## src/rtl/controller_reduce_seq.sv

```systemverilog
// Operator-precedence reduction sequencer: drives the shared ALU against the
// operand (dt) and operator (op) stacks on behalf of the calculator controller.
module controller_reduce_seq #(
    parameter int unsigned     DATA_W    = 32,
    parameter int unsigned     OP_W      = 4,
    parameter logic [OP_W-1:0] OP_LPAREN = 4'hF
) (
    input  logic              Clock,
    input  logic              Reset,
    input  logic              req,
    input  logic [1:0]        req_mode,
    input  logic [OP_W-1:0]   req_op,
    output logic              busy,
    output logic              done,
    output logic              err,
    output logic [1:0]        err_code,
    output logic [7:0]        reduce_cnt,
    input  logic [OP_W-1:0]   op_data,
    input  logic              op_empty,
    output logic              op_pop,
    output logic              op_push,
    output logic [OP_W-1:0]   op_push_data,
    input  logic [DATA_W-1:0] dt_data,
    input  logic              dt_empty,
    output logic              dt_pop,
    output logic              dt_push,
    output logic [DATA_W-1:0] dt_push_data,
    output logic [OP_W-1:0]   pr_a,
    output logic [OP_W-1:0]   pr_b,
    input  logic              pr_res,
    output logic              al_start,
    output logic [OP_W-1:0]   al_op,
    output logic [DATA_W-1:0] al_A,
    output logic [DATA_W-1:0] al_B,
    input  logic [DATA_W-1:0] al_C,
    input  logic              al_done,
    input  logic              al_err
);

    typedef enum logic [3:0] {
        S_IDLE, S_CHECK, S_POPOP, S_POPB, S_POPA, S_EXEC,
        S_WAIT, S_PUSHR, S_PUSHOP, S_DONE, S_ERR
    } state_t;

    typedef enum logic [1:0] {
        M_INSERT = 2'b00,
        M_FLUSH  = 2'b01,
        M_PAREN  = 2'b10
    } mode_t;

    state_t            r_state, w_next;
    mode_t             r_mode;
    logic [OP_W-1:0]   r_op, r_cur_op;
    logic [DATA_W-1:0] r_a, r_b, r_c;
    logic              r_err;
    logic [1:0]        r_err_code;
    logic [7:0]        r_cnt;
    logic              w_set_err;
    logic [1:0]        w_err_code;
    logic              w_is_lparen;

    assign w_is_lparen  = (op_data == OP_LPAREN);
    assign busy         = (r_state != S_IDLE);
    assign err          = r_err;
    assign err_code     = r_err_code;
    assign reduce_cnt   = r_cnt;
    assign op_push_data = r_op;
    assign dt_push_data = r_c;
    assign pr_a         = op_data;
    assign pr_b         = r_op;
    assign al_op        = r_cur_op;
    assign al_A         = r_a;
    assign al_B         = r_b;

    always_ff @(posedge Clock) begin
        if (!Reset) begin
            r_state    <= S_IDLE;
            r_mode     <= M_INSERT;
            r_op       <= '0;
            r_cur_op   <= '0;
            r_a        <= '0;
            r_b        <= '0;
            r_c        <= '0;
            r_err      <= 1'b0;
            r_err_code <= 2'b00;
            r_cnt      <= '0;
        end else begin
            r_state <= w_next;
            case (r_state)
                S_IDLE: if (req) begin
                    r_op       <= req_op;
                    // reserved mode 11 behaves as flush-all
                    r_mode     <= (req_mode == 2'b00) ? M_INSERT :
                                  (req_mode == 2'b10) ? M_PAREN : M_FLUSH;
                    r_err      <= 1'b0;
                    r_err_code <= 2'b00;
                    r_cnt      <= '0;
                end
                S_POPOP: r_cur_op <= op_data;
                S_POPB:  if (!dt_empty) r_b <= dt_data;
                S_POPA:  if (!dt_empty) r_a <= dt_data;
                S_WAIT:  if (al_done && !al_err) r_c <= al_C;
                S_PUSHR: if (r_cnt != 8'hFF) r_cnt <= r_cnt + 8'd1;
                default: ;
            endcase
            if (w_set_err) begin
                r_err      <= 1'b1;
                r_err_code <= w_err_code;
            end
        end
    end

    always_comb begin
        w_next     = r_state;
        w_set_err  = 1'b0;
        w_err_code = 2'b00;
        op_pop     = 1'b0;
        op_push    = 1'b0;
        dt_pop     = 1'b0;
        dt_push    = 1'b0;
        al_start   = 1'b0;
        done       = 1'b0;
        case (r_state)
            S_IDLE: if (req) w_next = S_CHECK;
            S_CHECK: begin
                case (r_mode)
                    M_INSERT: begin
                        if (op_empty || w_is_lparen || !pr_res) w_next = S_PUSHOP;
                        else                                    w_next = S_POPOP;
                    end
                    M_PAREN: begin
                        if (op_empty) begin
                            w_next     = S_ERR;
                            w_set_err  = 1'b1;
                            w_err_code = 2'b11;
                        end else if (w_is_lparen) begin
                            op_pop = 1'b1;
                            w_next = S_DONE;
                        end else begin
                            w_next = S_POPOP;
                        end
                    end
                    default: begin
                        if (op_empty)         w_next = S_DONE;
                        else if (w_is_lparen) op_pop = 1'b1;
                        else                  w_next = S_POPOP;
                    end
                endcase
            end
            S_POPOP: begin
                op_pop = 1'b1;
                w_next = S_POPB;
            end
            S_POPB, S_POPA: begin
                if (dt_empty) begin
                    w_next     = S_ERR;
                    w_set_err  = 1'b1;
                    w_err_code = 2'b01;
                end else begin
                    dt_pop = 1'b1;
                    w_next = (r_state == S_POPB) ? S_POPA : S_EXEC;
                end
            end
            S_EXEC: begin
                al_start = 1'b1;
                w_next   = S_WAIT;
            end
            S_WAIT: if (al_done) begin
                if (al_err) begin
                    w_next     = S_ERR;
                    w_set_err  = 1'b1;
                    w_err_code = 2'b10;
                end else begin
                    w_next = S_PUSHR;
                end
            end
            S_PUSHR: begin
                dt_push = 1'b1;
                w_next  = S_CHECK;
            end
            S_PUSHOP: begin
                op_push = 1'b1;
                w_next  = S_DONE;
            end
            S_DONE, S_ERR: begin
                done   = 1'b1;
                w_next = S_IDLE;
            end
            default: w_next = S_IDLE;
        endcase
    end

endmodule

```

## config.mk

```make
export PLATFORM = sky130hd
export DESIGN_NAME = controller_reduce_seq
export DESIGN_NICKNAME = d
export VERILOG_FILES = /design/src/rtl/controller_reduce_seq.sv
export SDC_FILE = /design/constraint.sdc
export NUM_CORES = 1
export LEC_CHECK = 0
export ABC_AREA = 1
export CAP_MARGIN = 10
export CORE_ASPECT_RATIO = 1.75
export CORE_UTILIZATION = 42
export CTS_CLUSTER_SIZE = 20
export DETAILED_ROUTE_END_ITERATION = 10
export PLACE_DENSITY = 0.88
export SETUP_SLACK_MARGIN = 0.4
export SYNTH_ARGS = -nofsm -noshare
export SYNTH_HDL_FRONTEND = slang
export SYNTH_SLANG_ARGS = --single-unit
export TNS_END_PERCENT = 100
```

## constraint.sdc

```tcl
create_clock -name Clock -period 1.6 [get_ports Clock]
set_input_delay 0.48 -clock Clock [delete_from_list [all_inputs] [get_ports Clock]]
set_output_delay 0.48 -clock Clock [all_outputs]
set_load 0.05 [all_outputs]
```

==> out/results.txt, run 1 <==
share of the synthesized area in the top cell type: 49.5%
Synth Cell Area: 0.00489 mm^2
Area contributors post-synth: dfxtp_1 (49%), a21oi_1 (12%), o21ai_0 (7.4%)
row cnt: 51
Net Count, Synth: 730
Die W: 83.6 um
async set or reset register ratio after synthesis: 0%
die height: 145 um
most frequent cell after synthesis: dfxtp_1
Synth Register Bits: 121
hpwl dp: 12500 um
cts hold-fix bufs: 0
number of flops mapped to enable cells by yosys: 0
GPL Wtd Cong: 0.853
Inserted Clock Buffers: 17
CTS sink count: 121
Syn Area/Cell: 7.57 um^2
compound-gate portion of the synthesized area: 20.0%
Mapped Cells: 647
Clock Tree Root: clkbuf_16
cell taking the most area after synthesis: dfxtp_1
synth warn: 0
main combinational cell family by area after synthesis: compound AO/OA/AOI/OAI gates
CTS HTree Levels: 4
count of cell types in the netlist: 31
Initial Util: 43.6%
area share of and/or/nand/nor cells after synthesis: 17.2%
post-CTS resize count: 352
PortBufs: 211
postcts setup bufs: 60
IO Pins: 212
error msg: [ERROR DPL-0033] detailed placement checks failed during check placement.
Seq/Total Area, Yosys: 49.5%
status: aborted with a tool error
mux contribution to synthesized area: 0%
dominant synthesized flop cell: dfxtp_1
adder-cell share of the synthesized area: 0.256%
xor/xnor share of the synthesized area: 0.358%
Post-synth top cells: dfxtp_1 (121), a21oi_1 (114), inv_1 (94)
Last stage: 4_1_cts
CTS Buffer Depth: 2
Placed Area: 0.00877 mm^2
-- cells by family after synthesis --
kind of cell,count (synthesis)
buffers and inverters,143
flip-flops,121
XOR/XNOR,2
AO/OA/AOI/OAI,192
AND/OR/NAND/NOR,188
adder cells (fa/ha/maj),1
-- through the flow --
step           hold slack, ns  instances  worst slack [ns]
3_3_place_gp            0.467        983            -0.773
3_5_place_dp            0.474        983            -0.774
2_1_floorplan           0.458        647            -0.269
==> run 2, diff against run 1 <==
Settings changed: CORE_ASPECT_RATIO 1.75 to not set, CORE_UTILIZATION 42 to 40, CTS_CLUSTER_SIZE 20 to not set, PLACE_DENSITY 0.88 to not set, PLACE_DENSITY_LB_ADDON set to 0.15, SETUP_SLACK_MARGIN 0.4 to not set.
==> run 2 against run 1 <==
  * The flow now finishes, with violations (setup timing)
  * Synthesized cell count did not move
  * Synthesized area is the same
==> out/results.txt, run 2 <==
vias in the first global route: 5146
WP data required: 1.12 ns
Leak: 3.76 nW
synth warn: 0 (unchanged)
share of the synthesized area in the top cell type: 49.5% (unchanged)
CTS sink count: 121 (unchanged)
hold path depth: 3
hpwl dp: 11000 um (-12%)
async set or reset register ratio after synthesis: 0% (unchanged)
die footprint: 0.0127 mm^2
CTS tree: done
CP delay by family, top: compound AO/OA/AOI/OAI gates
status: finished with violations
P per Cell Area: 913 mW/mm^2
GRT Overall Usage: 24.7%
Synth Cell Area: 0.00489 mm^2 (unchanged)
routed vias: 5262
die height: 113 um (-22%)
Inserted Clock Buffers: 17 (unchanged)
global-route wire length before repair: 24800 um
GPL Wtd Cong: 0.862 (+1.1%)
routed wl met3: 1090 um
CP max stage cell: o41ai_4
Clock Tree Root: clkbuf_16
leading cell type in the layout, fill and taps excluded: buf_12
CP cell instances: buf_4, nand2_4, nor2_4, nand2_2, o41ai_4, buf_12
largest net degree at the start of global routing: 73
row cnt: 40 (-22%)
initial antenna violation count: 0
Setup CP Type: in -> out
cell taking the most area after synthesis: dfxtp_1
Final Setup Violations: 7
final wirelength: 15800 um
CTS Buffer Depth: 2 (unchanged)
Max Fanout on Critical Path: 3
Clk pin slew, worst setup/hold paths: 0.05 ns
Seq/Total Area, Yosys: 49.5% (unchanged)
RR Startpoint: r_state[3]$_SDFFE_PN0P_
Critical Path Sink Type: output pin
Startpoint Class: input pin
Area contributors post-synth: dfxtp_1 (49%), a21oi_1 (12%), o21ai_0 (7.4%)
dominant synthesized flop cell: dfxtp_1
Synth Register Bits: 121 (unchanged)
Core ar.: 0.0120 mm^2
PortBufs: 211 (unchanged)
unrepaired setup endpoints after global routing: yes
layout cell share with drive strength beyond 1: 30.1%
Ant. Diodes: 0
r2r setup slk: 0.09 ns
period utilization: 120%
Slew Viols, Final: 0
wire per inst: 15.2 um
Mapped Cells: 647 (unchanged)
Antenna Nets Post-Route: 0
Post-Place Setup Slack: -0.791 ns (-0.0169 ns)
cts hold-fix bufs: 0 (unchanged)
count of cell types in the netlist: 31 (unchanged)
commonest non-fill, non-tap cells in the layout: buf_12 (139), a21oi_1 (113), dfxtp_1 (112)
Worst Path Buf+Inv: 2
hold_sp: op_data[0]
Metal-1 WL: 5980 um
drt drc: 0
R2R depth: 10
worst hold slack: 0.383 ns
Least-Margin Pin Slew: 0.360 ns
Syn Area/Cell: 7.57 um^2 (unchanged)
arrival time worst endpoint: 1.44 ns
Slew HR: 75.8%
Layout Nets: 964
Via density: 5.05
CTS HTree Levels: 4 (unchanged)
failing checks: setup timing
Max rail drop VDD: 0.682 mV
Post-Place Cells: 996 (+1.3%)
Min Clock Period, post-route: 1.92 ns
CP peak stage delay: 0.39 ns
DR WL met2: 8320 um
Initial Util: 40.9% (-2.7 points)
post-route setup slack: -0.323 ns
IO Pins: 212 (unchanged)
number of flops mapped to enable cells by yosys: 0 (unchanged)
RR Endpoint: reduce_cnt[3]$_SDFFE_PN0P_
most frequent cell after synthesis: dfxtp_1
max cap viols: 0
Hold Vio Cnt, Final: 0
Syn-to-layout area delta: 94.6%
Fmax achieved: 520 MHz
final core utilization: 79.6%
non-filler cells, final: 1041
HP Class: in -> reg
Worst Hold Endpoint: al_op[0]$_SDFFE_PN0P_
top layer in use: met4
Net Count, Synth: 730 (unchanged)
Die W: 113 um (+35%)
Clock Skew: 0.00710 ns
total grt overflow: 0
TritonRoute pass-1 iters: 5
Worst-Skew Late Latency: 0.42 ns
DRT iter0 DRCs: 300
Post-synth top cells: dfxtp_1 (121), a21oi_1 (114), inv_1 (94)
[run 2: layout make-up]
class	count	area [um^2]
Clock inverter	7	113
Multi-Input combinational cell	383	2000
Inverter	98	375
Sequential cell	121	2450
Tap cell	147	184
Timing Repair Buffer	260	3900
Clock buffer	25	505
Fill cell	716	2440
[run 2: power breakdown]
group	switching (mW)	internal, mW	total, mW
combinational	0.834	0.733	1.57
clock	1.30	2.65	3.94
sequential	0.0993	3.09	3.19
total	2.23	6.47	8.70
[run 2: per-stage QoR]
stage                     total power [mW]  cell area, um^2  TNS (ns)
final                                 8.70             9520     -1.99
after floorplan                       3.93             4960    -0.276
after CTS                             8.63             9340     -2.23
after detailed placement              4.68             8690    -17.47
after global routing                  9.00             9520     -2.31
after global placement                4.63             8690    -14.02
[run 2: worst max path at each step]
stage | depth (start not counted) | end | slack, ns | start
floorplan | 4 | op_pop | -0.27 | op_data[2]
global placement | 6 | op_pop | -0.76 | op_data[2]
detailed placement | 6 | op_pop | -0.79 | op_data[2]
CTS | 4 | op_pop | -0.40 | r_state[2]$_SDFFE_PN0P_
global route | 7 | dt_pop | -0.38 | r_state[3]$_SDFFE_PN0P_
finish | 6 | op_pop | -0.32 | op_data[2]
[run 2: cells by family (layout without fill, tap and decap cells)]
family / Yosys count / count (layout) / synth area share, %
simple gates: 188 / 188 / 17.2
flops: 121 / 121 / 49.5
compound gates: 192 / 192 / 20.0
xor+xnor: 2 / 2 / 0.358
fa+ha+maj: 1 / 1 / 0.256
buf+inv: 143 / 390 / 12.7
[run 2: tightest hold or removal path, stage by stage]
cell and delay [ns]:
buf_6 0.10, o21ai_0 0.09, nor2_1 0.09
[run 2: metal layers]
metal / track usage (%) / vias to the layer above
li1: - / 2552
met2: 44.2 / 200
met1: 26.3 / 2475
met5: 0 / -
met3: 8.75 / 35
met4: 10.8 / 0
[run 2: timing repair]
item | in CTS | in global routing
gates resized for setup | 21 | 47
buffers inserted | 2 | 11
pin swaps | 2 | 6
endpoints found under the setup margin | 11 | 30
Power figures use the tool's default switching activity.
==> run 3, diff against run 2 <==
Settings changed: CORE_UTILIZATION 40 to 42.
==> run 3 against run 2 <==
  * The run still ends with setup timing left
  * Clock power is 1% higher
  * Die area is 4.7% lower
  * Register-to-register slack worse by 0.16 ns
  * Wire length is 1.7% higher
  * Global-route usage is 0.22 points higher
  * Sequential power hardly changed
  * Sequential share of layout area hardly changed
  * First-iteration DRC count is 3.7% lower
  * Maximum frequency is 0.11% lower
  * Flip-flop and latch count stayed put
  * Cell area is 0.25% lower
  * Critical path depth is 2 higher
==> out/results.txt, run 3 (same netlist as run 2, synthesis figures left out) <==
status: finished with violations
failing checks: setup timing
commonest non-fill, non-tap cells in the layout: buf_12 (137), dfxtp_1 (113), a21oi_1 (110)
area of the multi-input gates: 0.00201 mm^2 (+0.81%)
post-route cell area: 0.00950 mm^2 (-0.25%)
PortBufs: 211 (unchanged)
final wirelength: 16100 um (+1.7%)
Placed Area: 0.00865 mm^2 (-0.43%)
RR Startpoint: r_state[1]$_SDFFE_PN0P_
post-route setup slack: -0.325 ns (-0.00211 ns)
CP max stage cell: dfxtp_4
die height: 110 um (-2.4%)
CTS HTree Levels: 4 (unchanged)
non-filler cells, final: 1035 (-0.58%)
R2R depth: 7 (-3)
unrepaired setup endpoints after global routing: yes
Ant. Diodes: 0 (unchanged)
Clk pin slew, worst setup/hold paths: 0.05 ns (about the same)
RR Endpoint: al_A[23]$_SDFFE_PN0P_
total negative slack: -1.87 ns (+0.114 ns)
Syn-to-layout area delta: 94.1%
Core ar.: 0.0114 mm^2 (-4.9%)
# fillers: 631 (-12%)
Least-Margin Pin Slew: 0.338 ns (-0.0216 ns)
Hold Vio Cnt, Final: 0 (unchanged)
Die W: 110 um (-2.4%)
max cap viols: 0 (unchanged)
GPL Wtd Cong: 0.872 (+1.2%)
Post-Place Setup Slack: -0.781 ns (+0.00967 ns)
CP dominant cell by count: nand2_2
Initial Util: 43.1% (+2.1 points)
Leak: 3.72 nW (-1.2%)
r2r setup slk: -0.07 ns (-0.16 ns)
hold_sp: op_data[0]
Worst Hold Endpoint: al_op[0]$_SDFFE_PN0P_
sequential cell area: 0.00244 mm^2 (-0.26%)
layout cell share with drive strength beyond 1: 30.7% (+0.63 points)
largest net degree at the start of global routing: 67 (-8.2%)
TritonRoute pass-1 iters: 6 (+1)
CTS sink count: 121 (unchanged)
Post-Place Cells: 991 (-0.50%)
leading cell type in the layout, fill and taps excluded: buf_12
GRT Overall Usage: 25.0% (+0.22 points)
wire per inst: 15.5 um (+2.3%)
drt drc: 0 (unchanged)
Layout Nets: 963 (-0.10%)
P per Cell Area: 923 mW/mm^2 (+1.1%)
Slew Viols, Final: 0 (unchanged)
Max Fanout on Critical Path: 4 (+1)
Clock Skew: 0.00970 ns (+0.00260 ns)
total grt overflow: 0 (unchanged)
die footprint: 0.0121 mm^2 (-4.7%)
CP cell instances: inv_4, nand2_2, inv_4, nand2_1, nand2_2, nand2_2, inv_2, buf_12
Min Clock Period, post-route: 1.93 ns (+0.00211 ns)
DRT iter0 DRCs: 289 (-3.7%)
IO Pins: 212 (unchanged)
period utilization: 120% (+0.13 points)
CTS tree: done
Inserted Clock Buffers: 17 (unchanged)
arrival time worst endpoint: 1.45 ns (about the same)
Clock Tree Root: clkbuf_16
Via density: 5.09 (+0.64%)
CTS Buffer Depth: 2 (unchanged)
global-route wire length before repair: 23200 um (-6.3%)
Slew HR: 77.5% (+1.7 points)
hold path depth: 3 (unchanged)
Setup CP Type: reg -> out
initial antenna violation count: 0 (unchanged)
cts hold-fix bufs: 0 (unchanged)
HP Class: in -> reg
Critical Path Sink Type: output pin
Startpoint Class: flip-flop
routed vias: 5265 (+0.057%)
Final Power: 8.77 mW (+0.85%)
CP peak stage delay: 0.36 ns (-0.03 ns)
Fmax achieved: 519 MHz (-0.11%)
hpwl dp: 10900 um (-0.81%)
Worst-Skew Late Latency: 0.41 ns (about the same)
WP data required: 1.12 ns (about the same)
Antenna Nets Post-Route: 0 (unchanged)
Max rail drop VDD: 0.556 mV (-18%)
row cnt: 39 (-2.5%)
vias in the first global route: 5047 (-1.9%)
Final Setup Violations: 8 (+1)
==> run 3: changes by cell type in the layout (fill, tap and decap cells not counted), sizes merged <==
cell / delta
clkbuf: +1
clkinv: -2
dlymetal6s2s: -1
clkinvlp: +1
buf: -1
==> run 3: cell type report <==
class                   count  share of cell area, %
flip-flops and latches    121                   25.7
repair buffers            259                   40.7
inverters                  98                   3.95
multi-input cells         383                   21.2
well taps                 143                   1.88
clock inverters             6                   1.16
clock buffers              25                   5.43
==> run 3: worst max-delay path: cells and delay by family (launching register included) <==
kind | cells | cell delay [ns]
and+or+nand+nor | 4 | 0.31
buffers and inverters | 4 | 0.37
DFF | 1 | 0.36
==> run 3: repair_timing <==
item | CTS | global route
pin swaps | 1 | 10
gates cloned | 0 | 0
setup buffers | 3 | 10
setup endpoints to repair | 13 | 19
gates resized for setup | 21 | 56
==> run 3: how the worst max path moves through the flow <==
stage | from | end | slack [ns] | cells past startpoint
floorplan | op_data[2] | op_pop | -0.27 | 4
global placement | op_data[1] | op_pop | -0.76 | 6
detailed placement | op_data[1] | op_pop | -0.78 | 6
CTS | r_state[3]$_SDFFE_PN0P_ | op_pop | -0.37 | 4
global route | r_state[3]$_SDFFE_PN0P_ | dt_pop | -0.39 | 8
finish | r_state[3]$_SDFFE_PN0P_ | dt_pop | -0.33 | 8
==> run 3: power by group <==
| group | leakage, nW | internal (mW) | switching [mW] |
|---|---|---|---|
| clock network | 0.302 | 2.69 | 1.30 |
| registers | 0.981 | 3.09 | 0.0962 |
| logic | 2.43 | 0.758 | 0.842 |
==> run 3: per-stage QoR <==
| step | util, % | hold slack, ns |
|---|---|---|
| 2_1_floorplan | - | 0.459 |
| 3_3_place_gp | 76.1 | 0.467 |
| 3_5_place_dp | 76.1 | 0.473 |
| 4_1_cts | 82.0 | 0.477 |
| 5_1_grt | 83.6 | 0.407 |
| 6_report | 83.6 | 0.377 |
==> run 3: routing by layer <==
layer | GRT usage, % | part of all wire (%) | vias to the layer above
li1 | - | - | 2544
met1 | 26.1 | 36 | 2480
met2 | 44.4 | 53 | 200
met3 | 9.31 | 7.7 | 41
met4 | 11.0 | 2.6 | 0
met5 | 0 | 0 | -
